==> src/rtl/screen_line_fetch.sv <==
// ---------------------------------------------------------------------------
// screen_line_fetch
//
// Purpose:
//   Line-buffered front end for the VGA renderer's screen read port. During
//   blanking a 32-byte screen row (32x32 framebuffer starting at BASE_ADDR)
//   is pulled from CPU-shared memory through a req/grant handshake into the
//   back half of a double-buffered line buffer. The renderer then reads the
//   front half with block-RAM-like one-cycle latency, so shared memory is
//   only occupied for 32 granted cycles per row.
//
// Ports:
//   clk          system/pixel clock
//   reset        synchronous, active-low reset
//   fetch_start  pulse: fetch row fetch_row into the back bank
//   fetch_row    row index, sampled with fetch_start
//   swap         pulse: promote the back bank to front if it is valid
//   mem_req      request to the shared-memory arbiter
//   mem_grant    arbiter grant; mem_addr is consumed on req&grant cycles
//   mem_addr     shared-memory read address
//   mem_data     read data, valid one cycle after a granted address
//   fetch_busy   high from accepted fetch_start until the last byte lands
//   fetch_done   one-cycle pulse when the back bank becomes valid
//   rd_en        renderer read enable
//   rd_addr      renderer address ({row,col} + BASE_ADDR)
//   rd_data      registered read data (palette index), 0 on a miss
//   miss_count   saturating read-miss counter (optional, see below)
//
// Build option:
//   LINE_FETCH_STATS_EN - when defined, miss_count counts rd_en misses and
//   saturates at 16'hFFFF; otherwise miss_count is tied to zero.
// ---------------------------------------------------------------------------
module screen_line_fetch #(
  parameter logic [10:0] BASE_ADDR = 11'h200,
  parameter int          COLS      = 32
) (
  input  logic        clk,
  input  logic        reset,
  input  logic        fetch_start,
  input  logic [4:0]  fetch_row,
  input  logic        swap,
  output logic        mem_req,
  input  logic        mem_grant,
  output logic [10:0] mem_addr,
  input  logic [7:0]  mem_data,
  output logic        fetch_busy,
  output logic        fetch_done,
  input  logic        rd_en,
  input  logic [10:0] rd_addr,
  output logic [7:0]  rd_data,
  output logic [15:0] miss_count
);

  typedef enum logic [1:0] {S_IDLE, S_FETCH, S_DRAIN} state_t;

  state_t      state_q, state_d;
  logic [4:0]  col_q, col_d;
  logic        mem_req_q, mem_req_d;
  logic [10:0] mem_addr_q, mem_addr_d;
  logic        fetch_busy_q, fetch_busy_d;
  logic        fetch_done_q, fetch_done_d;
  logic [7:0]  rd_data_q, rd_data_d;
  logic [1:0]  valid_q, valid_d;
  logic [4:0]  tag_q [2];
  logic [4:0]  tag_d [2];
  logic        sel_q, sel_d;
  logic        cap_vld_q, cap_vld_d;
  logic [4:0]  cap_col_q, cap_col_d;
  logic        new_back;

  // Line buffer storage; sel_q names the front bank, ~sel_q the back bank.
  logic [7:0]  line_q [2][COLS];

  logic [10:0] rd_offset;
  logic        rd_hit;
  logic        wr_bank;

  // Offset wraps in 11 bits, so addresses below BASE_ADDR land with bit 10
  // set and are rejected along with anything past the 32x32 frame.
  assign rd_offset = rd_addr - BASE_ADDR;
  assign rd_hit    = valid_q[sel_q] && (tag_q[sel_q] == rd_offset[9:5])
                     && !rd_offset[10];
  assign wr_bank   = ~sel_q;

  // Next-state logic. The swap is resolved first so that a fetch_start in
  // the same cycle targets the bank that becomes the back after the swap.
  always_comb begin
    state_d      = state_q;
    col_d        = col_q;
    mem_req_d    = mem_req_q;
    mem_addr_d   = mem_addr_q;
    fetch_busy_d = fetch_busy_q;
    fetch_done_d = 1'b0;
    rd_data_d    = rd_data_q;
    valid_d      = valid_q;
    tag_d        = tag_q;
    sel_d        = sel_q;
    cap_vld_d    = 1'b0;
    cap_col_d    = cap_col_q;
    new_back     = ~sel_q;

    if (swap && valid_q[~sel_q]) begin
      sel_d          = ~sel_q;
      valid_d[sel_q] = 1'b0;
      new_back       = sel_q;
    end

    case (state_q)
      S_IDLE: begin
        if (fetch_start) begin
          state_d           = S_FETCH;
          tag_d[new_back]   = fetch_row;
          valid_d[new_back] = 1'b0;
          col_d             = 5'd0;
          mem_req_d         = 1'b1;
          fetch_busy_d      = 1'b1;
          mem_addr_d        = BASE_ADDR + {1'b0, fetch_row, 5'd0};
        end
      end
      S_FETCH: begin
        // A granted address returns data next cycle; remember which column
        // it belongs to so the capture stage writes the right slot.
        if (mem_grant) begin
          cap_vld_d  = 1'b1;
          cap_col_d  = col_q;
          col_d      = col_q + 5'd1;
          mem_addr_d = mem_addr_q + 11'd1;
          if (col_q == 5'd31) begin
            mem_req_d = 1'b0;
            state_d   = S_DRAIN;
          end
        end
      end
      S_DRAIN: begin
        // The last byte is written this cycle, so the bank is complete.
        state_d          = S_IDLE;
        valid_d[~sel_q]  = 1'b1;
        fetch_done_d     = 1'b1;
        fetch_busy_d     = 1'b0;
      end
      default: state_d = S_IDLE;
    endcase

    if (rd_en) begin
      rd_data_d = rd_hit ? line_q[sel_q][rd_offset[4:0]] : 8'h00;
    end
  end

  // Control and output registers.
  always_ff @(posedge clk) begin
    if (!reset) begin
      state_q      <= S_IDLE;
      col_q        <= 5'd0;
      mem_req_q    <= 1'b0;
      mem_addr_q   <= 11'd0;
      fetch_busy_q <= 1'b0;
      fetch_done_q <= 1'b0;
      rd_data_q    <= 8'h00;
      valid_q      <= 2'b00;
      tag_q[0]     <= 5'd0;
      tag_q[1]     <= 5'd0;
      sel_q        <= 1'b0;
      cap_vld_q    <= 1'b0;
      cap_col_q    <= 5'd0;
    end else begin
      state_q      <= state_d;
      col_q        <= col_d;
      mem_req_q    <= mem_req_d;
      mem_addr_q   <= mem_addr_d;
      fetch_busy_q <= fetch_busy_d;
      fetch_done_q <= fetch_done_d;
      rd_data_q    <= rd_data_d;
      valid_q      <= valid_d;
      tag_q        <= tag_d;
      sel_q        <= sel_d;
      cap_vld_q    <= cap_vld_d;
      cap_col_q    <= cap_col_d;
    end
  end

  // Capture stage: writes only ever go to the back bank, so the front bank
  // the renderer is reading is never disturbed.
  always_ff @(posedge clk) begin
    if (reset && cap_vld_q) begin
      line_q[wr_bank][cap_col_q] <= mem_data;
    end
  end

  assign mem_req    = mem_req_q;
  assign mem_addr   = mem_addr_q;
  assign fetch_busy = fetch_busy_q;
  assign fetch_done = fetch_done_q;
  assign rd_data    = rd_data_q;

`ifdef LINE_FETCH_STATS_EN
  logic [15:0] miss_count_q, miss_count_d;

  // Saturating count of reads that found no matching front row.
  always_comb begin
    miss_count_d = miss_count_q;
    if (rd_en && !rd_hit && (miss_count_q != 16'hFFFF)) begin
      miss_count_d = miss_count_q + 16'd1;
    end
  end

  always_ff @(posedge clk) begin
    if (!reset) begin
      miss_count_q <= 16'd0;
    end else begin
      miss_count_q <= miss_count_d;
    end
  end

  assign miss_count = miss_count_q;
`else
  assign miss_count = 16'h0000;
`endif

endmodule

==> config.mk <==
export PLATFORM = sky130hd
export DESIGN_NAME = screen_line_fetch
export DESIGN_NICKNAME = d
export VERILOG_FILES = /design/src/rtl/screen_line_fetch.sv
export SDC_FILE = /design/constraint.sdc
export NUM_CORES = 1
export LEC_CHECK = 0
export CAP_MARGIN = 20
export CORE_MARGIN = 4
export CORE_UTILIZATION = 66
export DETAILED_ROUTE_END_ITERATION = 8
export DONT_BUFFER_PORTS = 1
export PLACE_DENSITY_LB_ADDON = 0.3
export SYNTH_ARGS = -nofsm -noshare
export SYNTH_HDL_FRONTEND = slang
export SYNTH_SLANG_ARGS = --single-unit
==> constraint.sdc <==
create_clock -name clk -period 4.7 [get_ports clk]
set_clock_uncertainty 0.2 [all_clocks]
set_input_delay 0.94 -clock clk [delete_from_list [all_inputs] [get_ports clk]]
set_output_delay 0.94 -clock clk [all_outputs]
set_load 0.05 [all_outputs]
==> results of run 1 <==
routing by layer:
metal	global-route usage	share of wire	vias to the layer above
met5	0	0	-
met4	0.0965	0.039	0
met3	0.0727	0.11	123
met2	0.429	0.48	744
met1	0.390	0.37	5865
li1	-	-	4884
worst register-to-register path: cells and delay by family, from the launching register on:
family           cells  cell delay [ns]
AO/OA/AOI/OAI        1             0.37
flip-flops           1             0.77
multiplexers         2             0.44
AND/OR/NAND/NOR      2             1.15
state kept, by name (all words and copies together) (netlist names), named ones only:
signal / cells
line_q: 512
mem_addr: 11
tag_q: 10
rd_data: 8
cap_col_q: 5
col_q: 5
state_q: 2
valid_q: 2
cap_vld_q: 1
fetch_busy: 1
fetch_done: 1
mem_req: 1
sel_q: 1
power breakdown:
part | leakage, nW | internal (mW) | switching, mW
sequential | 5.00 | 5.45 | 0.0319
combinational | 1.84 | 0.118 | 0.138
clock | 0.848 | 2.45 | 1.76
synth_stat cells, types with 7 or more instances:
library cell / instances / area (um2)
a211oi_1: 17 / 128
mux2_2: 15 / 169
clkbuf_1: 23 / 86.3
nor2b_1: 33 / 206
edfxtp_1: 512 / 15400
a22oi_1: 7 / 52.6
a221oi_1: 9 / 78.8
nor2_1: 92 / 345
mux4_2: 106 / 2390
nor3_1: 9 / 45.0
nand2_1: 74 / 278
o22ai_1: 17 / 106
mux2i_1: 54 / 541
a21boi_0: 8 / 60.1
nand3_1: 14 / 70.1
dfxtp_1: 49 / 981
a21oi_1: 10 / 50.1
buf_2: 17 / 85.1
o21ai_0: 17 / 85.1
a2111oi_0: 8 / 70.1
buf_4: 31 / 233
metrics by stage:
step	hold WS, ns	util	setup WS (ns)
floorplan	0.252	-	1.95
global placement	0.283	0.672	1.73
detailed placement	0.283	0.672	1.61
CTS	0.259	0.723	1.76
global route	0.254	0.723	1.50
finish	0.267	0.723	1.68
area by class of cell:
cell class | instances | area, um2
clock buffer | 65 | 1440
clock inverter | 31 | 282
fill | 1952 | 9290
inverter | 6 | 22.5
multi-input combinational | 600 | 5560
sequential | 561 | 16400
tap | 448 | 561
timing repair buffer | 3 | 22.5
logic make-up after synthesis:
logic type               count (synthesis)
AND/OR/NAND/NOR                        269
adder cells (fa/ha/maj)                  3
other                                    1
XOR/XNOR                                 9
multiplexers                           180
AO/OA/AOI/OAI                          123
buffers and inverters                   87
flip-flops                             561
cells in the final DEF (no fill, tap or decap), types with 5 or more instances in the layout:
| cell type | instances |
|---|---|
| xor2_1 | 5 |
| nand2_1 | 74 |
| a21boi_0 | 8 |
| nand3_1 | 14 |
| mux2_2 | 15 |
| o22ai_1 | 17 |
| nand2b_1 | 5 |
| a211oi_1 | 17 |
| nor4_1 | 6 |
| nor2_1 | 92 |
| and3_1 | 6 |
| o21ai_0 | 17 |
| bufinv_16 | 5 |
| dfxtp_1 | 48 |
| mux2i_1 | 54 |
| clkbuf_16 | 55 |
| a221oi_1 | 9 |
| and2_1 | 6 |
| clkbuf_1 | 7 |
| a22oi_1 | 7 |
| conb_1 | 16 |
| mux4_2 | 106 |
| clkinv_2 | 12 |
| nor2b_1 | 33 |
| a2111oi_0 | 8 |
| a21oi_1 | 10 |
| edfxtp_1 | 512 |
| nor3_1 | 9 |
| nand4_1 | 6 |
| clkinv_1 | 10 |
| mux4_1 | 5 |
worst paths after layout:
| kind | startpoint | endpoint | slack (ns) | cells after the start |
|---|---|---|---|---|
| worst max register to register | sel_q | rd_data[1] | 1.68 | 5 |
| worst min-delay path | mem_data[5] | line_q[1][93] | 0.27 | 0 |
| worst max-delay path | sel_q | rd_data[1] | 1.68 | 5 |
| worst min register to register | valid_q[1] | valid_q[1] | 0.31 | 2 |
==> results_dict.tcl, run 1 <==
set metrics [dict create \
    status "completed" \
    synth_compound_area_frac 0.0394 \
    synthSimpleGateAreaFrac 0.0567 \
    worst_path_max_delay_cell "dfxtp_1" \
    wl_um 49400 \
    clkTransAtPathRegs_ns 0.07 \
    syn_to_final_growth_pct 8.32 \
    synth_top_family_by_area "multiplexers" \
    grt_pass1_vias 11500 \
    crit_chain "mux2i_1 > mux2i_1 > nor4_2 > nand2_1 > a221oi_1" \
    core-area_um2 33500 \
    postCtsResizedCells 0 \
    critical_path_class "reg2reg" \
    ys.flop_type "edfxtp_1" \
    muxShareOfSynthArea 0.144 \
    period_share 0.642 \
    drv_slew 0 \
    ctsHoldBuffers 0 \
    port_buffers 0 \
    routabilityCongestion 0.871 \
    grt_max_degree 153 \
    cp_common_cell "mux2i_1" \
    drtPass1Iterations 6 \
    n_antenna_cell 0 \
    setup_violations 0 \
    critPathMaxStageDelay_ns 0.77 \
    leakagePower_nw 7.68 \
    placed_cells 1618 \
    antenna_left 0 \
    dieArea_um2 36900 \
    end_kind "flop" \
    clkLatencyLatePin_ns 0.56 \
    pin_count 68 \
    numCtsBuffers 52 \
    design_area_um2 24200 \
    cts_tree "built" \
    ys_ff_latch 561 \
    ir_drop_mv 0.258 \
    required_ns 4.97 \
    crit_arrival_ns 3.29 \
    fin_nets 1257 \
    grt.total_usage 0.276 \
    synth_edf_count 512 \
    yosysWarnings 0 \
    grt_first_pass_wirelength_um 74300 \
    netlist_area_um2 22400 \
    placed_area_um2 22500 \
    critPathLaunchType "flop" \
    max_cap_violations 0 \
    synth_fa_ha_area_frac 0.00168 \
    synth_xor_area_frac 0.00352 \
    power_density_nw_per_um2 410 \
    worstHoldPathType "in2reg" \
    drc_errors 0 \
    synthArstFlopShare 0 \
    grt_overflow_total 0 \
    cts_setup_buffers 0 \
    drtIter0Drc 1507 \
    synth.distinct_cells 64 \
    rows 67 \
    wl_per_cell_um 28.8 \
    routed_via_density 6.78 \
    die_h_um 192 \
    cts_max_path_buffers 3 \
    drive_above_1_share 0.167 \
    cp_max_fo 15 \
    start_util 0.668 \
    yosysSeqAreaShare 0.731 \
    cts.sinks 561 \
    worstMarginPinSlew_ns 1.10 \
    hold_viol_final 0 \
    layoutNonFillerInstCount 1714 \
    cp_top_family "simple AND/OR/NAND/NOR gates" \
    tns_ns 0 \
    rsz0062_at_grt "false" \
    dp_hpwl_um 28300 \
    max_freq_mhz 331 \
    cp.buffers_inverters 0 \
    antenna_found_initial 0 \
    relSlewSlack 0.265 \
    netlist_instances 1233 \
    root_buffer "clkbuf_16" \
    dieWidth_um 192 \
    route.vias.total 11600 \
    htreeDepth 2 \
    min_period_ns 3.02 \
    total_power_mw 9.94 \
    avgSynthCellArea_um2 18.2 \
]
No activity file was read; power rests on OpenSTA's default activity.
==> inputs of run 2 (changes only) <==
--- a/config.mk
+++ b/config.mk
@@ -7,7 +7,7 @@
 export LEC_CHECK = 0
 export CAP_MARGIN = 20
 export CORE_MARGIN = 4
-export CORE_UTILIZATION = 66
+export CORE_UTILIZATION = 63
 export DETAILED_ROUTE_END_ITERATION = 8
 export DONT_BUFFER_PORTS = 1
 export PLACE_DENSITY_LB_ADDON = 0.3
==> constraint.sdc (replaced) <==
create_clock -name clk -period 2.91 [get_ports clk]
set_clock_uncertainty 0.2 [all_clocks]
set_input_delay 0.582 -clock clk [delete_from_list [all_inputs] [get_ports clk]]
set_output_delay 0.582 -clock clk [all_outputs]
set_load 0.05 [all_outputs]
==> results_dict.tcl, run 2 (synthesized netlist as in run 1, its figures left out) <==
set metrics [dict create \
    dp_hpwl_um 30100 \
    htreeDepth 2 \
    cp.buffers_inverters 2 \
    num-fill-cells 1987 \
    cts.sinks 561 \
    cts_setup_buffers 0 \
    switching_share 0.200 \
    register_area_um2 16400 \
    port_buffers 0 \
    rsz0062_at_grt "false" \
    drtPass1Iterations 7 \
    cp_top_family "flip-flops" \
    min_period_ns 2.59 \
    largest-register "line_q" \
    clkPwrFrac 0.414 \
    leakagePower_nw 8.29 \
    crit_arrival_ns 2.86 \
    required_ns 3.18 \
    drive_above_1_share 0.222 \
    cts_tree "built" \
    worstHoldPathType "in2reg" \
    setup_violations 0 \
    route.vias.total 11900 \
    core-area_um2 34800 \
    wl_um 49700 \
    layoutNonFillerInstCount 1833 \
    critical_path_class "reg2reg" \
    antenna_found_initial 1 \
    p_comb_frac 0.037 \
    power_frac_seq 0.549 \
    grt_max_degree 153 \
    dieWidth_um 196 \
    critPathLaunchType "flop" \
    crit_chain "buf_4 > mux2i_1 > xnor2_1 > nor3_1 > buf_4 > nand2_1 > a221oi_1" \
    largest_reg_flops 512 \
    max_freq_mhz 386 \
    period_share 0.891 \
    worstMarginPinSlew_ns 0.964 \
    post-route-util 0.725 \
    hold_viol_final 0 \
    clkLatencyLatePin_ns 0.57 \
    routed_via_density 6.50 \
    final_cell_mix "512 x edfxtp_1, 106 x mux4_2, 95 x buf_4" \
    syn_to_final_growth_pct 12.8 \
    grt.total_usage 0.263 \
    relSlewSlack 0.355 \
    grt_overflow_total 0 \
    root_buffer "clkbuf_16" \
    multi_input_area_um2 5560 \
    cts_max_path_buffers 3 \
    numCtsBuffers 52 \
    ir_drop_mv 0.490 \
    fin_nets 1368 \
    max_cap_violations 0 \
    cp_max_fo 10 \
    rows 68 \
    cp_common_cell "buf_4" \
    worst_path_max_delay_cell "dfxtp_1" \
    pin_count 68 \
    p_switching_mw 3.23 \
    critPathMaxStageDelay_ns 0.64 \
    dieArea_um2 38600 \
    routabilityCongestion 0.906 \
    grt_first_pass_wirelength_um 76600 \
    antenna_left 0 \
    placed_cells 1720 \
    die_h_um 196 \
    intPower_mw 12.9 \
    drtIter0Drc 1510 \
    tns_ns 0 \
    end_kind "flop" \
    wl_per_cell_um 27.1 \
    clkTransAtPathRegs_ns 0.07 \
    power_density_nw_per_um2 638 \
    grt_pass1_vias 12400 \
    drv_slew 0 \
    drc_errors 0 \
    status "completed" \
    layout_commonest_cell "edfxtp_1" \
    start_util 0.643 \
]
==> run 2: through the flow <==
stage / instance area (um2) / worst slack (ns) / hold WS [ns] / total power, mW
global placement: 23300 / 0.407 / 0.269 / 9.43
floorplan: 22400 / 0.522 / 0.252 / 9.44
CTS: 25200 / 0.317 / 0.0140 / 16.2
global route: 25200 / 0.135 / 0.0199 / 16.6
detailed placement: 23300 / 0.355 / 0.270 / 9.44
finish: 25200 / 0.317 / 0.0369 / 16.1
==> run 2: final timing paths <==
kind / startpoint / endpoint / slack (ns) / cells after the start
setup reg to reg: sel_q / rd_data[1] / 0.32 / 7
setup / recovery: sel_q / rd_data[1] / 0.32 / 7
hold / removal: rd_addr[3] / rd_data[4] / 0.04 / 2
hold reg to reg: cap_col_q[1] / cap_col_q[1] / 0.28 / 2
==> run 2: power groups by stage <==
stage               Sequential (mW)  Combinational (mW)  Clock, mW
global placement               9.01               0.422          0
CTS                            8.84               0.596       6.72
global route                   8.84               0.637       7.09
finish                         8.84               0.600       6.67
floorplan                      9.02               0.425          0
detailed placement             9.01               0.428          0
==> run 2: what timing repair did <==
action | CTS | global route
hold buffers | 16 | 0
setup endpoints to repair | 0 | 0
hold endpoints to repair | 548 | 0
resized for setup | 0 | 0
==> run 2: layout make-up <==
| cell class | count | share of cell area |
|---|---|---|
| clock inverters | 25 | 0.00981 |
| repair buffers | 114 | 0.0425 |
| flip-flops and latches | 561 | 0.648 |
| clock buffers | 71 | 0.0560 |
| diodes | 1 | 0.0000991 |
| well taps | 455 | 0.0226 |
| multi-input cells | 600 | 0.220 |
| inverters | 6 | 0.000892 |
==> run 2: metal layers <==
metal | part of all wire | track usage
met1 | 0.37 | 0.362
met2 | 0.49 | 0.430
met3 | 0.11 | 0.0557
met4 | 0.033 | 0.0877
met5 | 0 | 0
